## src/rtl/mem2reg_bank_if.sv

```systemverilog
// rtl/mem2reg_bank_if.sv - command, read-port and status bundle for mem2reg_bank
interface mem2reg_bank_if #(
    parameter int WIDTH = 4,
    parameter int AW    = 3
);
    logic [1:0]       op;
    logic [AW-1:0]    addr;
    logic [WIDTH-1:0] wdata;
    logic             init_req;
    logic [AW-1:0]    raddr_a;
    logic [WIDTH-1:0] rdata_a;
    logic [AW-1:0]    raddr_b;
    logic [WIDTH-1:0] rdata_b;
    logic             busy;
    logic             init_done;
    logic             ovf;

    modport master (
        output op, addr, wdata, init_req, raddr_a, raddr_b,
        input  rdata_a, rdata_b, busy, init_done, ovf
    );

    modport slave (
        input  op, addr, wdata, init_req, raddr_a, raddr_b,
        output rdata_a, rdata_b, busy, init_done, ovf
    );
endinterface

```

## src/rtl/mem2reg_bank.sv

```systemverilog
// rtl/mem2reg_bank.sv - flop-based DEPTH x WIDTH bank with write/clear/increment-all and sequenced re-init
module mem2reg_bank #(
    parameter int WIDTH       = 4,
    parameter int DEPTH       = 8,
    parameter int AW          = 3,
    parameter bit SATURATE    = 1'b0,
    parameter int INIT_STRIDE = 1
) (
    input  logic          clk_i,
    input  logic          reset_ni,
    mem2reg_bank_if.slave bus
);
    localparam logic [1:0]    OP_WRITE = 2'b01;
    localparam logic [1:0]    OP_INC   = 2'b10;
    localparam logic [1:0]    OP_CLEAR = 2'b11;
    localparam logic [AW:0]   DEPTH_W  = (AW+1)'(DEPTH);
    localparam logic [AW-1:0] LAST_PTR = AW'(DEPTH - 1);

    typedef enum logic {IDLE, INIT} state_t;

    state_t           state_q, state_d;
    logic [AW-1:0]    ptr_q, ptr_d;
    logic             ovf_q, ovf_d;
    logic             done_q, done_d;
    logic [WIDTH-1:0] mem_q [DEPTH];
    logic [WIDTH-1:0] mem_d [DEPTH];
    logic [WIDTH:0]   inc;

    // Truncation to WIDTH bits gives the mod 2**WIDTH of the pattern.
    function automatic logic [WIDTH-1:0] pattern(input int unsigned idx);
        int unsigned prod;
        prod = idx * INIT_STRIDE;
        return prod[WIDTH-1:0];
    endfunction

    always_ff @(posedge clk_i or negedge reset_ni) begin
        if (!reset_ni) begin
            state_q <= IDLE;
            ptr_q   <= '0;
            ovf_q   <= 1'b0;
            done_q  <= 1'b0;
            for (int i = 0; i < DEPTH; i++) begin
                mem_q[i] <= pattern(unsigned'(i));
            end
        end else begin
            state_q <= state_d;
            ptr_q   <= ptr_d;
            ovf_q   <= ovf_d;
            done_q  <= done_d;
            mem_q   <= mem_d;
        end
    end

    always_comb begin
        state_d = state_q;
        ptr_d   = ptr_q;
        ovf_d   = ovf_q;
        done_d  = 1'b0;
        mem_d   = mem_q;
        inc     = '0;
        case (state_q)
            IDLE: begin
                if (bus.init_req) begin
                    // Accepting edge only arms the walk; the concurrent op is dropped.
                    state_d = INIT;
                    ptr_d   = '0;
                    ovf_d   = 1'b0;
                end else begin
                    case (bus.op)
                        OP_WRITE: begin
                            if ({1'b0, bus.addr} < DEPTH_W) mem_d[bus.addr] = bus.wdata;
                        end
                        OP_CLEAR: begin
                            if ({1'b0, bus.addr} < DEPTH_W) mem_d[bus.addr] = '0;
                        end
                        OP_INC: begin
                            for (int i = 0; i < DEPTH; i++) begin
                                inc = {1'b0, mem_q[i]} + (WIDTH+1)'(1);
                                if (inc[WIDTH]) begin
                                    ovf_d    = 1'b1;
                                    mem_d[i] = SATURATE ? mem_q[i] : inc[WIDTH-1:0];
                                end else begin
                                    mem_d[i] = inc[WIDTH-1:0];
                                end
                            end
                        end
                        default: ;
                    endcase
                end
            end
            INIT: begin
                mem_d[ptr_q] = pattern(unsigned'(int'(ptr_q)));
                ptr_d        = ptr_q + AW'(1);
                if (ptr_q == LAST_PTR) begin
                    state_d = IDLE;
                    done_d  = 1'b1;
                end
            end
            default: state_d = IDLE;
        endcase
    end

    assign bus.rdata_a   = ({1'b0, bus.raddr_a} < DEPTH_W) ? mem_q[bus.raddr_a] : '0;
    assign bus.rdata_b   = ({1'b0, bus.raddr_b} < DEPTH_W) ? mem_q[bus.raddr_b] : '0;
    assign bus.busy      = (state_q == INIT);
    assign bus.init_done = done_q;
    assign bus.ovf       = ovf_q;
endmodule

```

## src/flat_wrapper.sv

```systemverilog
// flat-port wrapper written by rule: the top's interface ports become plain ports
module mem2reg_bank_flat 
#(
    parameter int WIDTH       = 4,
    parameter int DEPTH       = 8,
    parameter int AW          = 3,
    parameter bit SATURATE    = 1'b0,
    parameter int INIT_STRIDE = 1
)
  (clk_i, reset_ni, bus_op, bus_addr, bus_wdata, bus_init_req, bus_raddr_a, bus_raddr_b, bus_rdata_a, bus_rdata_b, bus_busy, bus_init_done, bus_ovf);
  mem2reg_bank_if #(.WIDTH(WIDTH), .AW(AW)) bus_i ();
  input  logic clk_i;
  input  logic reset_ni;
  input wire logic [$bits(bus_i.op)-1:0] bus_op;
  input wire logic [$bits(bus_i.addr)-1:0] bus_addr;
  input wire logic [$bits(bus_i.wdata)-1:0] bus_wdata;
  input wire logic [$bits(bus_i.init_req)-1:0] bus_init_req;
  input wire logic [$bits(bus_i.raddr_a)-1:0] bus_raddr_a;
  input wire logic [$bits(bus_i.raddr_b)-1:0] bus_raddr_b;
  output wire logic [$bits(bus_i.rdata_a)-1:0] bus_rdata_a;
  output wire logic [$bits(bus_i.rdata_b)-1:0] bus_rdata_b;
  output wire logic [$bits(bus_i.busy)-1:0] bus_busy;
  output wire logic [$bits(bus_i.init_done)-1:0] bus_init_done;
  output wire logic [$bits(bus_i.ovf)-1:0] bus_ovf;
  assign bus_i.op = bus_op;
  assign bus_i.addr = bus_addr;
  assign bus_i.wdata = bus_wdata;
  assign bus_i.init_req = bus_init_req;
  assign bus_i.raddr_a = bus_raddr_a;
  assign bus_i.raddr_b = bus_raddr_b;
  assign bus_rdata_a = bus_i.rdata_a;
  assign bus_rdata_b = bus_i.rdata_b;
  assign bus_busy = bus_i.busy;
  assign bus_init_done = bus_i.init_done;
  assign bus_ovf = bus_i.ovf;
  mem2reg_bank #(.WIDTH(WIDTH), .DEPTH(DEPTH), .AW(AW), .SATURATE(SATURATE), .INIT_STRIDE(INIT_STRIDE)) u_core (.clk_i(clk_i), .reset_ni(reset_ni), .bus(bus_i));
endmodule
```

## config.mk

```make
export PLATFORM = sky130hd
export DESIGN_NAME = mem2reg_bank_flat
export DESIGN_NICKNAME = d
export VERILOG_FILES = /design/src/rtl/mem2reg_bank_if.sv /design/src/rtl/mem2reg_bank.sv /design/src/flat_wrapper.sv
export SDC_FILE = /design/constraint.sdc
export NUM_CORES = 1
export LEC_CHECK = 0
export BUFFER_PORTS_ARGS = -buffer_cell sky130_fd_sc_hd__buf_2
export CAP_MARGIN = 10
export CORE_ASPECT_RATIO = 0.5
export CORE_MARGIN = 2
export CORE_UTILIZATION = 60
export CTS_CLUSTER_SIZE = 10
export DETAILED_ROUTE_END_ITERATION = 10
export GPL_TIMING_DRIVEN = 0
export PLACE_DENSITY_LB_ADDON = 0.25
export SLEW_MARGIN = 20
export SYNTH_ARGS = -nofsm -noshare
export SYNTH_HDL_FRONTEND = slang
export SYNTH_SLANG_ARGS = --single-unit
```

## constraint.sdc

```tcl
create_clock -name clk_i -period 4.8 [get_ports clk_i]
set_clock_uncertainty 0.1 [all_clocks]
set_input_delay 0.24 -clock clk_i [delete_from_list [all_inputs] [get_ports clk_i]]
set_output_delay 0.24 -clock clk_i [all_outputs]
set_load 0.05 [all_outputs]
```

* Word level (Yosys, flattened, before mapping)
Cells that the tools add are included.
** Word-level totals
- Logic and storage cells :: 79
- Output and inout port bits :: 11
- Bits in registers :: 38
- Bits of input ports :: 18
** Operators by class
- Mux-type cells :: 32
- Reductions and logical operators :: 6
- Bitwise gates (word level) :: 7
- $lt $le $gt $ge :: 6
- Equal/unequal tests :: 7
- Add/sub/neg operators :: 9
** Operator list (count)
- case mux 32 bit (3 select lines) :: 1
- bitwise mux 32 bit :: 2
- case mux 32 bit (2 select lines) :: 1
- adder 4 x 1 -> 5 bit, second input constant :: 8
- AND 32 bit :: 1
- two-way mux 32 bit :: 1
- NOT 32 bit :: 1
- binary-select mux 4 bit (select 3 bit) :: 2
- demux 4 bit (select 3 bit) :: 2
- two-way mux 4 bit :: 6
- greater-or-equal comparator 4 bit, second input constant :: 4
- NOT 3 -> 4 bit :: 4
- two-way mux 1 bit :: 14
- nonzero test 9 bit :: 1
- < comparator 4 x 1 -> 1 bit, second input constant :: 2
- case mux 3 bit (2 select lines) :: 1
- == test 2 bit, second input constant :: 2
- != test 2 bit, second input constant :: 2
- != test 4 bit, second input constant :: 1
- adder 3 x 1 -> 3 bit, second input constant :: 1
- == test 3 bit, second input constant :: 1
- two-way mux 3 bit :: 1
- AND reduction 3 bit :: 1
- == test 2 x 1 -> 1 bit, second input constant :: 1
- 5 further kinds :: 6

* Depth between registers and ports, before layout
- Depth after elaboration :: 11
- Gate-level depth with buffers :: 9
- Mapped depth without buffers :: 7

* Least setup slack after synthesis
OpenSTA, ideal clock, no wires.
- Path type :: register to register
- From :: register u_core.state_q (netlist: u_core.bus.busy)
- To :: register u_core.mem_q[18] in the netlist's numbering
- Slack :: 2.891 ns
- Path buffers :: 1
- Cell stages (with the launch flop) :: 7
- Arrival time :: 1.688 ns
- Required time :: 4.578 ns
- Period minus slack after synthesis :: 1.909 ns
- Setup time :: 0.122 ns
- Cells stage by stage :: dfrtp_1 > buf_6 > clkinv_1 > a21oi_4 > o21ai_2 > o21bai_1 > a32o_1
** Between the ends
- Longest elaborated chain between the ends :: 3
- Elaborated cells on any way between the ends :: 5
- Those cells by class :: eq/ne (2); mux (1); bitwise (1); reduce/logical (1)
** Ends and longest elaborated chain
- from (decl) :: RTL line mem2reg_bank.sv:21 : state_t state_q, state_d;
- from (signal assigned) :: RTL line mem2reg_bank.sv:46 : state_q <= state_d;
- NOT 1 bit (no source line)
- != test 4 bit (no source line) / != test 2 bit (equally long branches)
- AND reduction 2 bit (no source line)
- to (signal, indexed assignment) :: RTL line mem2reg_bank.sv:43 : mem_q[i] <= pattern(unsigned'(i));
- to (signal assigned) :: RTL line mem2reg_bank.sv:50 : mem_q <= mem_d;
- to (decl) :: RTL line mem2reg_bank.sv:25 : logic [WIDTH-1:0] mem_q [DEPTH];
Several ways; a longest one is shown, not always the timed one.
A chain may end at the register's enable or synchronous reset.

* Worst setup path after layout
- From :: register u_core.mem_q[27] in the netlist's numbering
- To :: output port bus_rdata_a[3]
** Between the ends
- Longest elaborated chain between the ends :: 3
** Ends and longest elaborated chain
- binary-select mux 4 bit (select 3 bit) :: RTL line mem2reg_bank.sv:103 : assign bus.rdata_a = ({1'b0, bus.raddr_a} < DEPTH_W) ? mem_q[bus.raddr_a] : '0;
- two-way mux 4 bit (implied by the code) (2 in a row) :: RTL line mem2reg_bank.sv:103
- to (decl) :: RTL line flat_wrapper.sv:20 : output wire logic [$bits(bus_i.rdata_a)-1:0] bus_rdata_a;
Every way passes these cells. The select of a mux whose other input is x is not followed.

==> summary.md <==
TritonCTS built the clock tree. The count of pins over their slew limit was 0. Entering global routing, the biggest net connects 39 pins.

After floorplanning, the core was sized to cover 5020 um^2. The async set or reset register ratio after synthesis was 1.00; the wire length on met2 was 4330 um. The critical path class was flop to primary output. The remaining design rule violation count came out at 0. The final period utilization was 0.448; the port buffer count was 24.

The ratio of cells with drive above 1 in the final layout works out to 0.251. The synthesized area per cell is 9.24 um^2. After detailed routing, the met3 layer carries 1800 um of wire. In the final routing, the length of wire on met1 measures 4170 um. From synthesis to final layout, the design area changed by 9.66%.

Among all flip-flop cells after synthesis, the most frequent one is dfrtp_1. The final critical-path required period is 2.15 ns. The class of the worst hold path is input port to flop. The violation count after the first detailed-route iteration is 373.

The floorplan step set the die width to 107 um. After detailed routing, the number of vias per cell comes to 7.21. For this run, the detailed router's first-pass iteration total came to 6. The longest clock path from root to sink contains 2 buffers. At the worst endpoint, the required time is 4.46 ns. Number of buffers created by CTS: 5. Clock-pin slew was measured on the worst setup and hold paths at 0.07 ns. In the final timing run, aggregate negative setup slack is 0 ns.

29 I/O pins were placed. Global routing finished with a remaining overflow of 0. During synthesis, Yosys emitted a total of 0 warnings. Hold timing on the final database bottoms out at a slack of 0.121 ns.

The run gives 3200 um^2 as the mapped cell area. The number of antenna diodes was 0; the number of nets with antenna violations after detailed routing was 0. In the final design database the tool counted 408 nets. The total leakage power came out at 0.00144 uW. The run gives 0.31 ns as the insertion delay to the later sink of the worst-skew pair.

The data arrival time at the worst-slack endpoint was 1.81 ns; the post-cts repair resize count was 0. For this design the total switching power over the nets is 891 uW. The logs give 0 for the final hold violation count and 1 for the post-cts hold buffer count. The HPWL after detailed placement is 7730 um.

At the end of routability-driven placement, the weighted congestion stood at 0.954. The highest metal layer with signal wires is met4. STA classifies the critical path startpoint as a flop. Summing all multi-input logic gate instances after layout gives 2070 um^2. The routed length per placed instance is 23.3 um, and the sequential cell area fraction in the yosys report is 0.302. The tools report the initial cell density of the core as 0.637. The depth of the CTS H-tree is 2, and the slew of the pin with the lowest slew margin is 0.888 ns. The cell count after synthesis came out at 346.

The post-synth net total is 376, and the total number of clock tree sinks is 38. The logs give 465 MHz for the highest clock frequency the design can meet and 5970 um^2 for the die outline area. Layout filler cell count: 430. The final route contains 3,239 vias.

The run gives 15,900 um as the global-route wire length before repair. Summed over all layers, the routed wires come to 10,400 um. CTS placed an instance of clkbuf_8 at the clock tree root.

The run gives 0.408 as the worst relative slew slack. The tools report the number of global-route vias before repair as 3,028. Clock network fraction of total power: 0.126. The worst setup path is captured at a primary output. Area used by sequential logic in the layout: 966 um^2. The internal portion of the total power is 964 uW.

The flow ran to the end, and the final reports show no timing, DRC or antenna violations. The global routing usage summed across all routing layers is 0.363. The floorplan step set the die height to 55.6 um. The sequential cell fraction of total power was 0.381; the power density relative to cell area was 529 nW/um^2.

The initial antenna violation count was 0; the fraction of power consumed by combinational cells was 0.493. Setup repair after global routing left no endpoint under its margin. The number of cell rows was 18.

Synthesis inferred 38 register bits. Counting distinct cell types in the post-synthesis netlist gives 67. The number of enable-type register cells in the synthesized netlist was 0; the maximum fanout count along the critical path was 5. Setup violations remaining at the end of the flow were counted as 0.

The max-capacitance violation count is 0, and the switching share of total power is 0.480. The buffers inserted during post-CTS setup optimization is 0, and the peak supply drop is 0.372 mV.
[layout make-up]
cell class,count,area share
Buffer,22,0.0367
Clock buffer,7,0.0246
Clock inverter,1,0.00143
Inverter,9,0.00963
Multi-Input combinational cell,277,0.590
Sequential cell,38,0.275
Tap cell,70,0.0250
Timing Repair Buffer,25,0.0371
[synth_stat cells, drive strengths merged, types with 8 or more instances]
| cell type | count | share of area |
|---|---|---|
| nand2 | 34 | 0.040 |
| o21ai | 30 | 0.053 |
| nor2 | 28 | 0.036 |
| dfrtp | 26 | 0.20 |
| nand3 | 26 | 0.042 |
| a21oi | 18 | 0.033 |
| buf | 16 | 0.033 |
| mux4 | 16 | 0.11 |
| o22ai | 16 | 0.033 |
| dfstp | 12 | 0.099 |
| ha | 12 | 0.047 |
| a22o | 8 | 0.022 |
| inv | 8 | 0.0094 |
| mux2 | 8 | 0.028 |
[power groups by stage]
stage	clock network (uW)	logic, uW	registers [uW]
global placement	0	865	681
floorplan	0	674	631
global route	245	994	720
detailed placement	0	894	692
finish	234	915	706
CTS	235	899	686
[through the flow]
stage | total power, uW | utilization | setup WS (ns) | cell area [um^2] | std cells
global placement | 1550 | 0.678 | 2.67 | 3410 | 440
finish | 1850 | 0.698 | 2.65 | 3510 | 449
CTS | 1820 | 0.698 | 2.68 | 3510 | 449
detailed placement | 1590 | 0.678 | 2.68 | 3410 | 440
floorplan | 1310 | - | 2.89 | 3200 | 346
global route | 1960 | 0.698 | 2.64 | 3510 | 449
[state kept, by name, indices dropped and copies added (netlist names)]
name and flops:
u_core.ptr_q 3, u_core.bus.busy 1, u_core.bus.ovf 1, u_core.bus.init_done 1, u_core.mem_q 32
[placed cells by master, fill, tap and decap left out, types with 12 or more instances in the layout]
master   netlist  final
a21oi_1       16     16
buf_2         10     34
dfrtp_1       26     26
dfstp_2       12     12
ha_1          12     12
mux4_2        16     16
nand2_1       34     34
nand3_1       25     25
nor2_1        26     26
o21ai_0       23     23
o22ai_1       15     15
[worst max-delay path, stage by stage (launching register included)]
cell	delay [ns]
dfrtp_1	0.49
mux4_2	0.53
mux2_2	0.28
buf_2	0.21
[per-layer routing]
metal	up-vias	global-route usage
li1	1394	-
met1	1572	0.502
met2	251	0.511
met3	22	0.170
met4	0	0.102
met5	-	0
[kinds of logic (layout without fill, tap and decap cells)]
logic type,count (synthesis),after routing,share of synthesized area
AND/OR/NAND/NOR,116,116,0.178
flip-flops,38,38,0.302
adder cells (fa/ha/maj),12,12,0.0469
multiplexers,26,26,0.147
AO/OA/AOI/OAI,115,115,0.253
buffers and inverters,31,64,0.0509
XOR/XNOR,8,8,0.0219
[worst paths after layout]
path / from / endpoint / slack (ns) / depth (start not counted)
max reg2reg: u_core.bus.busy / u_core.mem_q[19] / 2.82 / 6
min in group asynchronous: reset_ni / u_core.mem_q[15] / 0.49 / 2
min: bus_init_req / u_core.bus.ovf / 0.12 / 2
min reg2reg: u_core.mem_q[21] / u_core.mem_q[21] / 0.43 / 2
max in group asynchronous: reset_ni / u_core.bus.ovf / 3.55 / 2
max: u_core.mem_q[27] / bus_rdata_a[3] / 2.65 / 3
No activity file was read; power rests on OpenSTA's default activity.
